### src/rtl/fmeas_pkg.sv
// Shared types, default timing constants and elaboration-time helpers
// for the frequency-measurement sequencer.
package fmeas_pkg;

    typedef enum logic [2:0] {
        S_IDLE,
        S_RESET,
        S_GATE,
        S_LATCH,
        S_SETTLE,
        S_OUTPUT
    } fmeas_state_e;

    localparam int DEF_NUM_OSC    = 4;
    localparam int DEF_LENGTH     = 20;
    localparam int DEF_GATE_W     = 16;
    localparam int DEF_RESET_HOLD = 4;
    localparam int DEF_LATCH_HOLD = 4;
    localparam int DEF_SETTLE     = 4;

    function automatic int fmeas_clog2(input int v);
        int r;
        r = 0;
        while ((1 << r) < v) r++;
        return r;
    endfunction

    function automatic int fmeas_max(input int a, input int b);
        return (a > b) ? a : b;
    endfunction

endpackage

### src/rtl/fmeas_next_sel.sv
// Round-robin search: next set mask bit strictly above idx_i, wrapping to the
// lowest set bit (wrap_o=1) when none lies above.
module fmeas_next_sel
    import fmeas_pkg::*;
#(
    parameter int NUM_OSC = DEF_NUM_OSC,
    parameter int SEL_W   = fmeas_clog2(NUM_OSC)
) (
    input  logic [NUM_OSC-1:0] mask_i,
    input  logic [SEL_W-1:0]   idx_i,
    output logic [SEL_W-1:0]   next_o,
    output logic               wrap_o
);

    always_comb begin
        next_o = idx_i;
        wrap_o = 1'b1;
        // Descending loops: the last hit is the lowest qualifying index.
        for (int i = NUM_OSC - 1; i >= 0; i--) begin
            if (mask_i[i]) next_o = SEL_W'(i);
        end
        for (int i = NUM_OSC - 1; i >= 0; i--) begin
            if (mask_i[i] && (SEL_W'(i) > idx_i)) begin
                next_o = SEL_W'(i);
                wrap_o = 1'b0;
            end
        end
    end

endmodule

### src/rtl/fmeas_sequencer.sv
// Time-shares one frequency counter among NUM_OSC ring oscillators.
// state    | meaning
// S_IDLE   | waiting for start with a nonzero mask
// S_RESET  | counter held in reset, mux switches here
// S_GATE   | counter runs for the latched gate length
// S_LATCH  | latch request held high
// S_SETTLE | latched count settles, captured on last cycle
// S_OUTPUT | result presented until accepted
module fmeas_sequencer
    import fmeas_pkg::*;
#(
    parameter int NUM_OSC    = DEF_NUM_OSC,
    parameter int SEL_W      = fmeas_clog2(NUM_OSC),
    parameter int LENGTH     = DEF_LENGTH,
    parameter int GATE_W     = DEF_GATE_W,
    parameter int RESET_HOLD = DEF_RESET_HOLD,
    parameter int LATCH_HOLD = DEF_LATCH_HOLD,
    parameter int SETTLE     = DEF_SETTLE
) (
    input  logic               clk_i,
    input  logic               reset_i,
    input  logic               start_i,
    input  logic               continuous_i,
    input  logic [NUM_OSC-1:0] osc_mask_i,
    input  logic [GATE_W-1:0]  gate_cycles_i,
    output logic [SEL_W-1:0]   osc_select_o,
    output logic               meas_reset_o,
    output logic               meas_latch_o,
    input  logic [LENGTH-1:0]  cycle_count_i,
    output logic               result_valid_o,
    input  logic               result_ready_i,
    output logic [LENGTH-1:0]  result_count_o,
    output logic [SEL_W-1:0]   result_osc_o,
    output logic               busy_o
);

    localparam int HOLD_MAX = fmeas_max(RESET_HOLD, fmeas_max(LATCH_HOLD, SETTLE));
    localparam int CNT_W    = fmeas_max(GATE_W, fmeas_clog2(HOLD_MAX));

    fmeas_state_e       state_q, state_d;
    logic [CNT_W-1:0]   cnt_q;
    logic [GATE_W-1:0]  gate_q;
    logic [NUM_OSC-1:0] mask_q;
    logic [SEL_W-1:0]   sel_q;
    logic [LENGTH-1:0]  res_cnt_q;
    logic [SEL_W-1:0]   res_osc_q;

    logic [SEL_W-1:0]   next_sel;
    logic [SEL_W-1:0]   first_sel;
    logic               next_wrap;
    logic               tc;
    logic               mask_any;
    logic               handshake;
    logic               enter_reset;

    fmeas_next_sel #(
        .NUM_OSC (NUM_OSC),
        .SEL_W   (SEL_W)
    ) u_next_sel (
        .mask_i (mask_q),
        .idx_i  (sel_q),
        .next_o (next_sel),
        .wrap_o (next_wrap)
    );

    always_comb begin
        first_sel = '0;
        for (int i = NUM_OSC - 1; i >= 0; i--) begin
            if (osc_mask_i[i]) first_sel = SEL_W'(i);
        end
    end

    assign tc          = (cnt_q == '0);
    assign mask_any    = |osc_mask_i;
    assign handshake   = (state_q == S_OUTPUT) && result_ready_i;
    assign enter_reset = (state_d == S_RESET) && (state_q != S_RESET);

    always_ff @(posedge clk_i) begin
        if (reset_i) state_q <= S_IDLE;
        else         state_q <= state_d;
    end

    always_comb begin
        state_d = state_q;
        case (state_q)
            S_IDLE:   if (start_i && mask_any) state_d = S_RESET;
            S_RESET:  if (tc) state_d = S_GATE;
            S_GATE:   if (tc) state_d = S_LATCH;
            S_LATCH:  if (tc) state_d = S_SETTLE;
            S_SETTLE: if (tc) state_d = S_OUTPUT;
            S_OUTPUT: begin
                if (handshake) begin
                    if (!next_wrap || (continuous_i && mask_any)) state_d = S_RESET;
                    else                                          state_d = S_IDLE;
                end
            end
            default:  state_d = S_IDLE;
        endcase
    end

    always_comb begin
        meas_reset_o   = 1'b0;
        meas_latch_o   = 1'b0;
        result_valid_o = 1'b0;
        busy_o         = (state_q != S_IDLE);
        case (state_q)
            S_RESET:  meas_reset_o   = 1'b1;
            S_LATCH:  meas_latch_o   = 1'b1;
            S_OUTPUT: result_valid_o = 1'b1;
            default:  ;
        endcase
    end

    always_ff @(posedge clk_i) begin
        if (reset_i) begin
            cnt_q     <= '0;
            gate_q    <= '0;
            mask_q    <= '0;
            sel_q     <= '0;
            res_cnt_q <= '0;
            res_osc_q <= '0;
        end else if (enter_reset) begin
            cnt_q  <= CNT_W'(RESET_HOLD - 1);
            gate_q <= (gate_cycles_i == '0) ? GATE_W'(1) : gate_cycles_i;
            // Mid-pass advance keeps the mask; scan start and wrap re-sample it.
            if ((state_q == S_OUTPUT) && !next_wrap) begin
                sel_q <= next_sel;
            end else begin
                sel_q  <= first_sel;
                mask_q <= osc_mask_i;
            end
        end else if (tc) begin
            case (state_q)
                S_RESET:  cnt_q <= CNT_W'(gate_q) - CNT_W'(1);
                S_GATE:   cnt_q <= CNT_W'(LATCH_HOLD - 1);
                S_LATCH:  cnt_q <= CNT_W'(SETTLE - 1);
                S_SETTLE: begin
                    res_cnt_q <= cycle_count_i;
                    res_osc_q <= sel_q;
                end
                default:  ;
            endcase
        end else begin
            cnt_q <= cnt_q - CNT_W'(1);
        end
    end

    assign osc_select_o   = sel_q;
    assign result_count_o = res_cnt_q;
    assign result_osc_o   = res_osc_q;

endmodule
### config.mk
export PLATFORM = sky130hd
export DESIGN_NAME = fmeas_sequencer
export DESIGN_NICKNAME = d
export VERILOG_FILES = /design/src/rtl/fmeas_pkg.sv /design/src/rtl/fmeas_next_sel.sv /design/src/rtl/fmeas_sequencer.sv
export SDC_FILE = /design/constraint.sdc
export NUM_CORES = 1
export LEC_CHECK = 0
export CELL_PAD_IN_SITES_DETAIL_PLACEMENT = 0
export CELL_PAD_IN_SITES_GLOBAL_PLACEMENT = 1
export CORE_MARGIN = 8
export CORE_UTILIZATION = 36
export CTS_CLUSTER_SIZE = 10
export DETAILED_ROUTE_END_ITERATION = 10
export PLACE_DENSITY_LB_ADDON = 0.1
export SLEW_MARGIN = 20
export SYNTH_ARGS = -nofsm -noshare
export SYNTH_HDL_FRONTEND = slang
export SYNTH_SLANG_ARGS = --single-unit
### constraint.sdc
create_clock -name clk_i -period 2.4 [get_ports clk_i]
set_input_delay 0.48 -clock clk_i [delete_from_list [all_inputs] [get_ports clk_i]]
set_output_delay 0.48 -clock clk_i [all_outputs]
set_load 0.005 [all_outputs]
# Word-level counts from Yosys, hierarchy flattened
# Cells that the tools add are included.
word_totals:
  register_bits: 63
  elab_cells: 79
  inputBits: 45
  output_inout_bits: 28
classes:
  n_mux: 32
  magnitude_cmp: 4
  addsub: 2
  n_eq_ne: 10
  bitwise_logic: 2
  reduce_logical: 21
ops:
  columns: ["op", "count"]
  rows:
  - ["logical NOT 16 bit", 2]
  - ["two-way mux 16 bit", 2]
  - ["case mux 16 bit (2 select lines)", 1]
  - ["subtractor 16 x 1 -> 16 bit (second input constant)", 2]
  - ["two-way mux 2 bit", 14]
  - ["two-way mux 3 bit", 6]
  - ["case mux 3 bit (6 select lines)", 1]
  - ["logical AND 1 bit", 9]
  - ["!= test 9 x 5 -> 1 bit (second input constant)", 1]
  - ["two-way mux 1 bit", 8]
  - ["equality test 3 x 1 -> 1 bit (second input constant)", 2]
  - ["equality test 3 x 2 -> 1 bit (second input constant)", 2]
  - ["equality test 3 bit (second input constant)", 2]
  - ["greater-than comparator 1 x 2 -> 1 bit (first input constant)", 2]
  - ["greater-than comparator 2 bit (first input constant)", 2]
  - ["!= test 4 x 2 -> 1 bit (second input constant)", 1]
  - ["AND reduction 2 bit", 2]
  - ["OR reduction 2 bit", 2]
  - ["OR reduction 4 bit", 1]
  - ["logical NOT 3 bit", 1]
  - ["!= test 3 x 1 -> 1 bit (second input constant)", 1]
  - ["!= test 3 x 2 -> 1 bit (second input constant)", 1]
  - ["AND reduction 3 bit", 1]
  - ["nonzero test 3 bit", 1]
  - ["other kinds (3)", 4]

# Depth between registers and ports, before layout
logic_depth:
  word_depth: 15
  mapped_depth: 9
  ltp_nobuf: 8

# Cells and area by module
# Synthesis repeated with hierarchy kept, for this count alone.
unflattened:
  cells_unflattened: 399
  hier_area_um2: 3176.8
modules_own_cells:
  columns: ["module", "cells_each", "seq_area_each_um2", "instances", "area_each_um2"]
  rows:
  - ["fmeas_sequencer", 384, 1261.2, 1, 3084.2]
  - ["fmeas_next_sel", 15, 0.0, 1, 92.6]

# Worst setup path after synthesis
# OpenSTA, ideal clock, no wires.
synth_path:
  kind: "register -> register"
  startpoint: "register cnt_q[0]"
  endpoint: "register res_cnt_q[10], in the netlist result_count_o[10]"
  period_less_slack_ns: 2.058
  arrival_ns: 1.926
  required_ns: 2.268
  n_path_buf: 1
  path_slack_ns: 0.342
  stages_incl_launch_ff: 10
  cell_sequence: "dfxtp_1 -> inv_1 -> ha_1 -> nor3b_4 -> nand4_4 -> or2_1 -> or3_1 -> buf_2 -> nand2_1 -> a21oi_1"
synth_via:
  elab_chain_len: 7
  word_cells_on_any_way: 10
  cone_classes: "eq/ne: 1; mux: 5; bitwise: 1; reduce/logical: 3"
synth_rtl:
  columns: ["item", "line_no", "rtl"]
  rows:
  - ["start, declared", "fmeas_sequencer.sv:41", "logic [CNT_W-1:0] cnt_q;"]
  - ["start signal, assigned", "fmeas_sequencer.sv:123", "cnt_q <= CNT_W'(RESET_HOLD - 1);"]
  - ["start signal, assigned", "fmeas_sequencer.sv:134", "S_RESET: cnt_q <= CNT_W'(gate_q) - CNT_W'(1);"]
  - ["start signal, assigned", "fmeas_sequencer.sv:135", "S_GATE: cnt_q <= CNT_W'(LATCH_HOLD - 1);"]
  - ["logical NOT 16 bit (*)", "fmeas_sequencer.sv:73", "assign tc = (cnt_q == '0);"]
  - ["two-way mux 3 bit, on equally long branches", null, null]
  - ["case mux 3 bit (6 select lines)", "fmeas_sequencer.sv:85", "case (state_q)"]
  - ["equality test 3 x 1 -> 1 bit", "fmeas_sequencer.sv:76", "assign enter_reset = (state_d == S_RESET) && (state_q != S_RESET);"]
  - ["logical AND 1 bit", "fmeas_sequencer.sv:76", null]
  - ["inverter 1 bit (no source line)", null, null]
  - ["AND reduction 3 bit (no source line) (*)", null, null]
  - ["end signal, assigned", "fmeas_sequencer.sv:138", "res_cnt_q <= cycle_count_i;"]
  - ["end, declared", "fmeas_sequencer.sv:45", "logic [LENGTH-1:0] res_cnt_q;"]
# Mark *: on every way between the ends. The rest lies on a longest branch, timed or not.
# A chain may end at the register's enable or synchronous reset.

# Worst setup path in the final report
layout_path:
  startpoint: "register state_q[0]"
  endpoint: "output port busy_o"
layout_via:
  elab_chain_len: 1
layout_rtl:
  columns: ["item", "line_no", "rtl"]
  rows:
  - ["start, declared", "fmeas_sequencer.sv:40", "fmeas_state_e state_q, state_d;"]
  - ["start signal, assigned", "fmeas_sequencer.sv:80", "else state_q <= state_d;"]
  - ["nonzero test 3 bit", "fmeas_sequencer.sv:105", "busy_o = (state_q != S_IDLE);"]
  - ["end, declared", "fmeas_sequencer.sv:34", "output logic busy_o"]
# No other way between the ends.

==> impl_metrics.yaml <==
logic_synthesis:
  synthFlopType: "dfxtp_1"
  synth_compound_area_frac: 0.186
  synth_cells: 373
  synth_xor_area_frac: 0.0547
  syn_avg_cell_area_um2: 8.16
  async_reset_ff_frac: 0
  syn_nets: 420
  synth_top_family_by_area: "simple AND/OR/NAND/NOR gates"
  synth_warnings: 0
  ys_seq_area_frac: 0.408
  synth_top_area_share: 0.408
  synth_area_mm2: 0.00304
  netlist_top_cells_area: "dfxtp_1 (41%), a21oi_1 (7.7%), nand2_1 (7.6%), nor2_1 (4.8%), xor2_1 (4.3%)"
  synth-edff-count: 0
  synth.ff_latch_count: 62
  yosys.area.top_type: "dfxtp_1"
  synth-simple-area-share: 0.274
  synthAdderAreaFrac: 0.00822
  synth_mux_area_frac: 0.0230
  yosysUniqueCellTypes: 58
routing:
  wire_per_inst_um: 14.3
  vias: 2827
  dr.pass1.iters: 4
  routed-wl-met3_um: 421
  wirelength_um: 8120
  drc: 0
  met2_length_um: 3460
  ant_nets: 0
  vias_per_cell: 4.99
  highest_layer: "met4"
  route.layer.met1.wl_um: 4130
  dr.first_iter.drc_count: 171
clocking:
  cts_setup_buffers: 0
  htree_levels: 3
  cts_hold_repair.buffers: 0
  cts_root_buffer: "clkbuf_8"
  clk_latency_ps: 330
  clock-sinks: 62
  cts_tree: "yes"
  clockBufferDepth: 2
  clk_pin_slew_ps: 60
  cts_made_buffers: 9
global_route:
  grt.overflow.total: 0
  grt_pass1_vias: 2699
  grt_max_degree: 23
  antenna_found_initial: 0
  grt_pass1_wl_um: 13400
  grt_use_total: 0.141
sta:
  finalCritPeriodShare: 0.934
  fin_ws_ps: 157
  worstMarginPinSlew_ps: 484
  finalSetupViolCount: 0
  slew_headroom: 0.677
  slew_violations: 0
  rsz0062_at_grt: "false"
  timing.hold.ws_ps: 453
  clock.fmax_ghz: 0.446
  period_needed_ps: 2240
  hold_viol_final: 0
  clock-skew-final_ps: 10.0
setup_path:
  endpoint_kind: "output pin"
  cp-start-kind: "register"
  crit_required_ps: 1920
  worstPathArrival_ps: 1760
  crit_start: "state_q[0]"
  reg2reg_from: "cnt_q[0]"
  crit_fanout: 6
  critPathKind: "reg -> out"
die:
  die_area_mm2: 0.0117
  rows: 33
  dieHeight_um: 108
  die_w_um: 108
  pin_count: 73
  core-area_mm2: 0.00822
  start_util: 0.370
placement:
  gp_congestion: 0.843
  dpl.hpwl_um: 6350
  preCtsSetupSlack_ps: -63.6
  dp_cells: 552
  io_buffers: 72
layout:
  drive_gt1_frac: 0.128
  fin_cells: 567
  layout.nets: 505
  n_antenna_cell: 0
  syn_to_final_growth_pct: 37.4
flow_run:
  maxCapViolations: 0
power:
  leakage_nw: 1.58
  vdd_ir_drop_max_mv: 0.483
  powerDensity_mw_per_mm2: 1170
worst_hold_path:
  holdCritStartpoint: "result_count_o[7]"
  hold_class: "reg -> reg"
run_status:
  status: "completed"
## cells in the final DEF, fill, tap and decap left out, types with 5 or more instances in the layout
cell and n:
nor4_1 8, nor3_1 15, clkbuf_8 12, nor2_1 38
o21ai_0 7, nand2b_1 5, clkdlybuf4s50_1 72, a21oi_1 47
a22o_1 13, buf_4 20, xor2_1 15, nand2_1 62
mux2i_1 7, inv_1 10, dfxtp_1 60
## timing repair
item                       in CTS  in global routing
hold endpoints to repair        0                  0
gates resized for setup         0                  3
setup endpoints to repair       0                 14
## kinds of logic after synthesis
group,Yosys count
mux,7
simple gates,161
fa+ha+maj,2
buf+inv,31
xor+xnor,19
flops,62
compound gates,91
## where the power goes
part | switching (mW) | total [mW] | internal, mW
Sequential | 0.224 | 1.46 | 1.24
Clock | 0.388 | 0.945 | 0.557
Combinational | 1.36 | 2.49 | 1.13
Total | 1.98 | 4.90 | 2.92
## area by class of cell
class,instances,area (um2)
clock inverter,3,42.5
fill,794,4030
tap,105,131
clock buffer,12,165
timing repair buffer,93,891
sequential,62,1240
multi-input combinational,280,1660
inverter,12,45.0
## cells in the mapped netlist (2+ instances only)
master / number
a21oi_2: 3
a21oi_1: 47
clkbuf_1: 8
mux2i_1: 7
ha_1: 2
nor3b_1: 2
nand3_1: 3
a31oi_1: 3
or2_1: 3
o21ai_0: 7
a22o_1: 13
dfxtp_1: 62
nor4_2: 3
xnor2_1: 4
nand2_1: 62
o21ai_1: 2
inv_2: 2
or2_2: 2
or3_1: 2
nor2_1: 39
inv_1: 10
xor2_1: 15
nor4_1: 8
a22oi_1: 4
nand2b_1: 5
buf_2: 8
nor3_1: 15
buf_4: 2
## state kept, by name, indices dropped and copies added (netlist names)
register        cells
cnt_q              16
gate_q             16
result_count_o     20
state_q             3
mask_q              3
osc_select_o        2
result_osc_o        2
## per-stage QoR
| stage | area [um2] | power, mW | TNS [ps] | utilization |
|---|---|---|---|---|
| after floorplan | 3040 | 3.17 | 0 | - |
| after global placement | 3970 | 3.95 | 0 | 0.483 |
| after detailed placement | 3970 | 3.95 | -763 | 0.483 |
| after CTS | 4180 | 4.92 | 0 | 0.508 |
| after global routing | 4180 | 5.30 | 0 | 0.509 |
| final | 4180 | 4.90 | 0 | 0.509 |
## worst paths after layout
check,end,slack (ps),cells after the start
worst max-delay path,busy_o,160,4
worst min-delay path,result_count_o[7],450,2
worst max register to register,result_count_o[16],220,9
worst min register to register,result_count_o[7],450,2
## layer usage
layer	vias up	GRT usage
met5	-	0
met4	0	0.0545
met3	9	0.0315
met2	73	0.208
met1	1271	0.196
li1	1474	-
## worst max-delay path: stages (launching register included)
cell and delay, ps:
dfxtp_1 360, buf_4 180, nor3_1 360, inv_1 80, clkdlybuf4s50_1 460
Power figures use the tool's default switching activity.
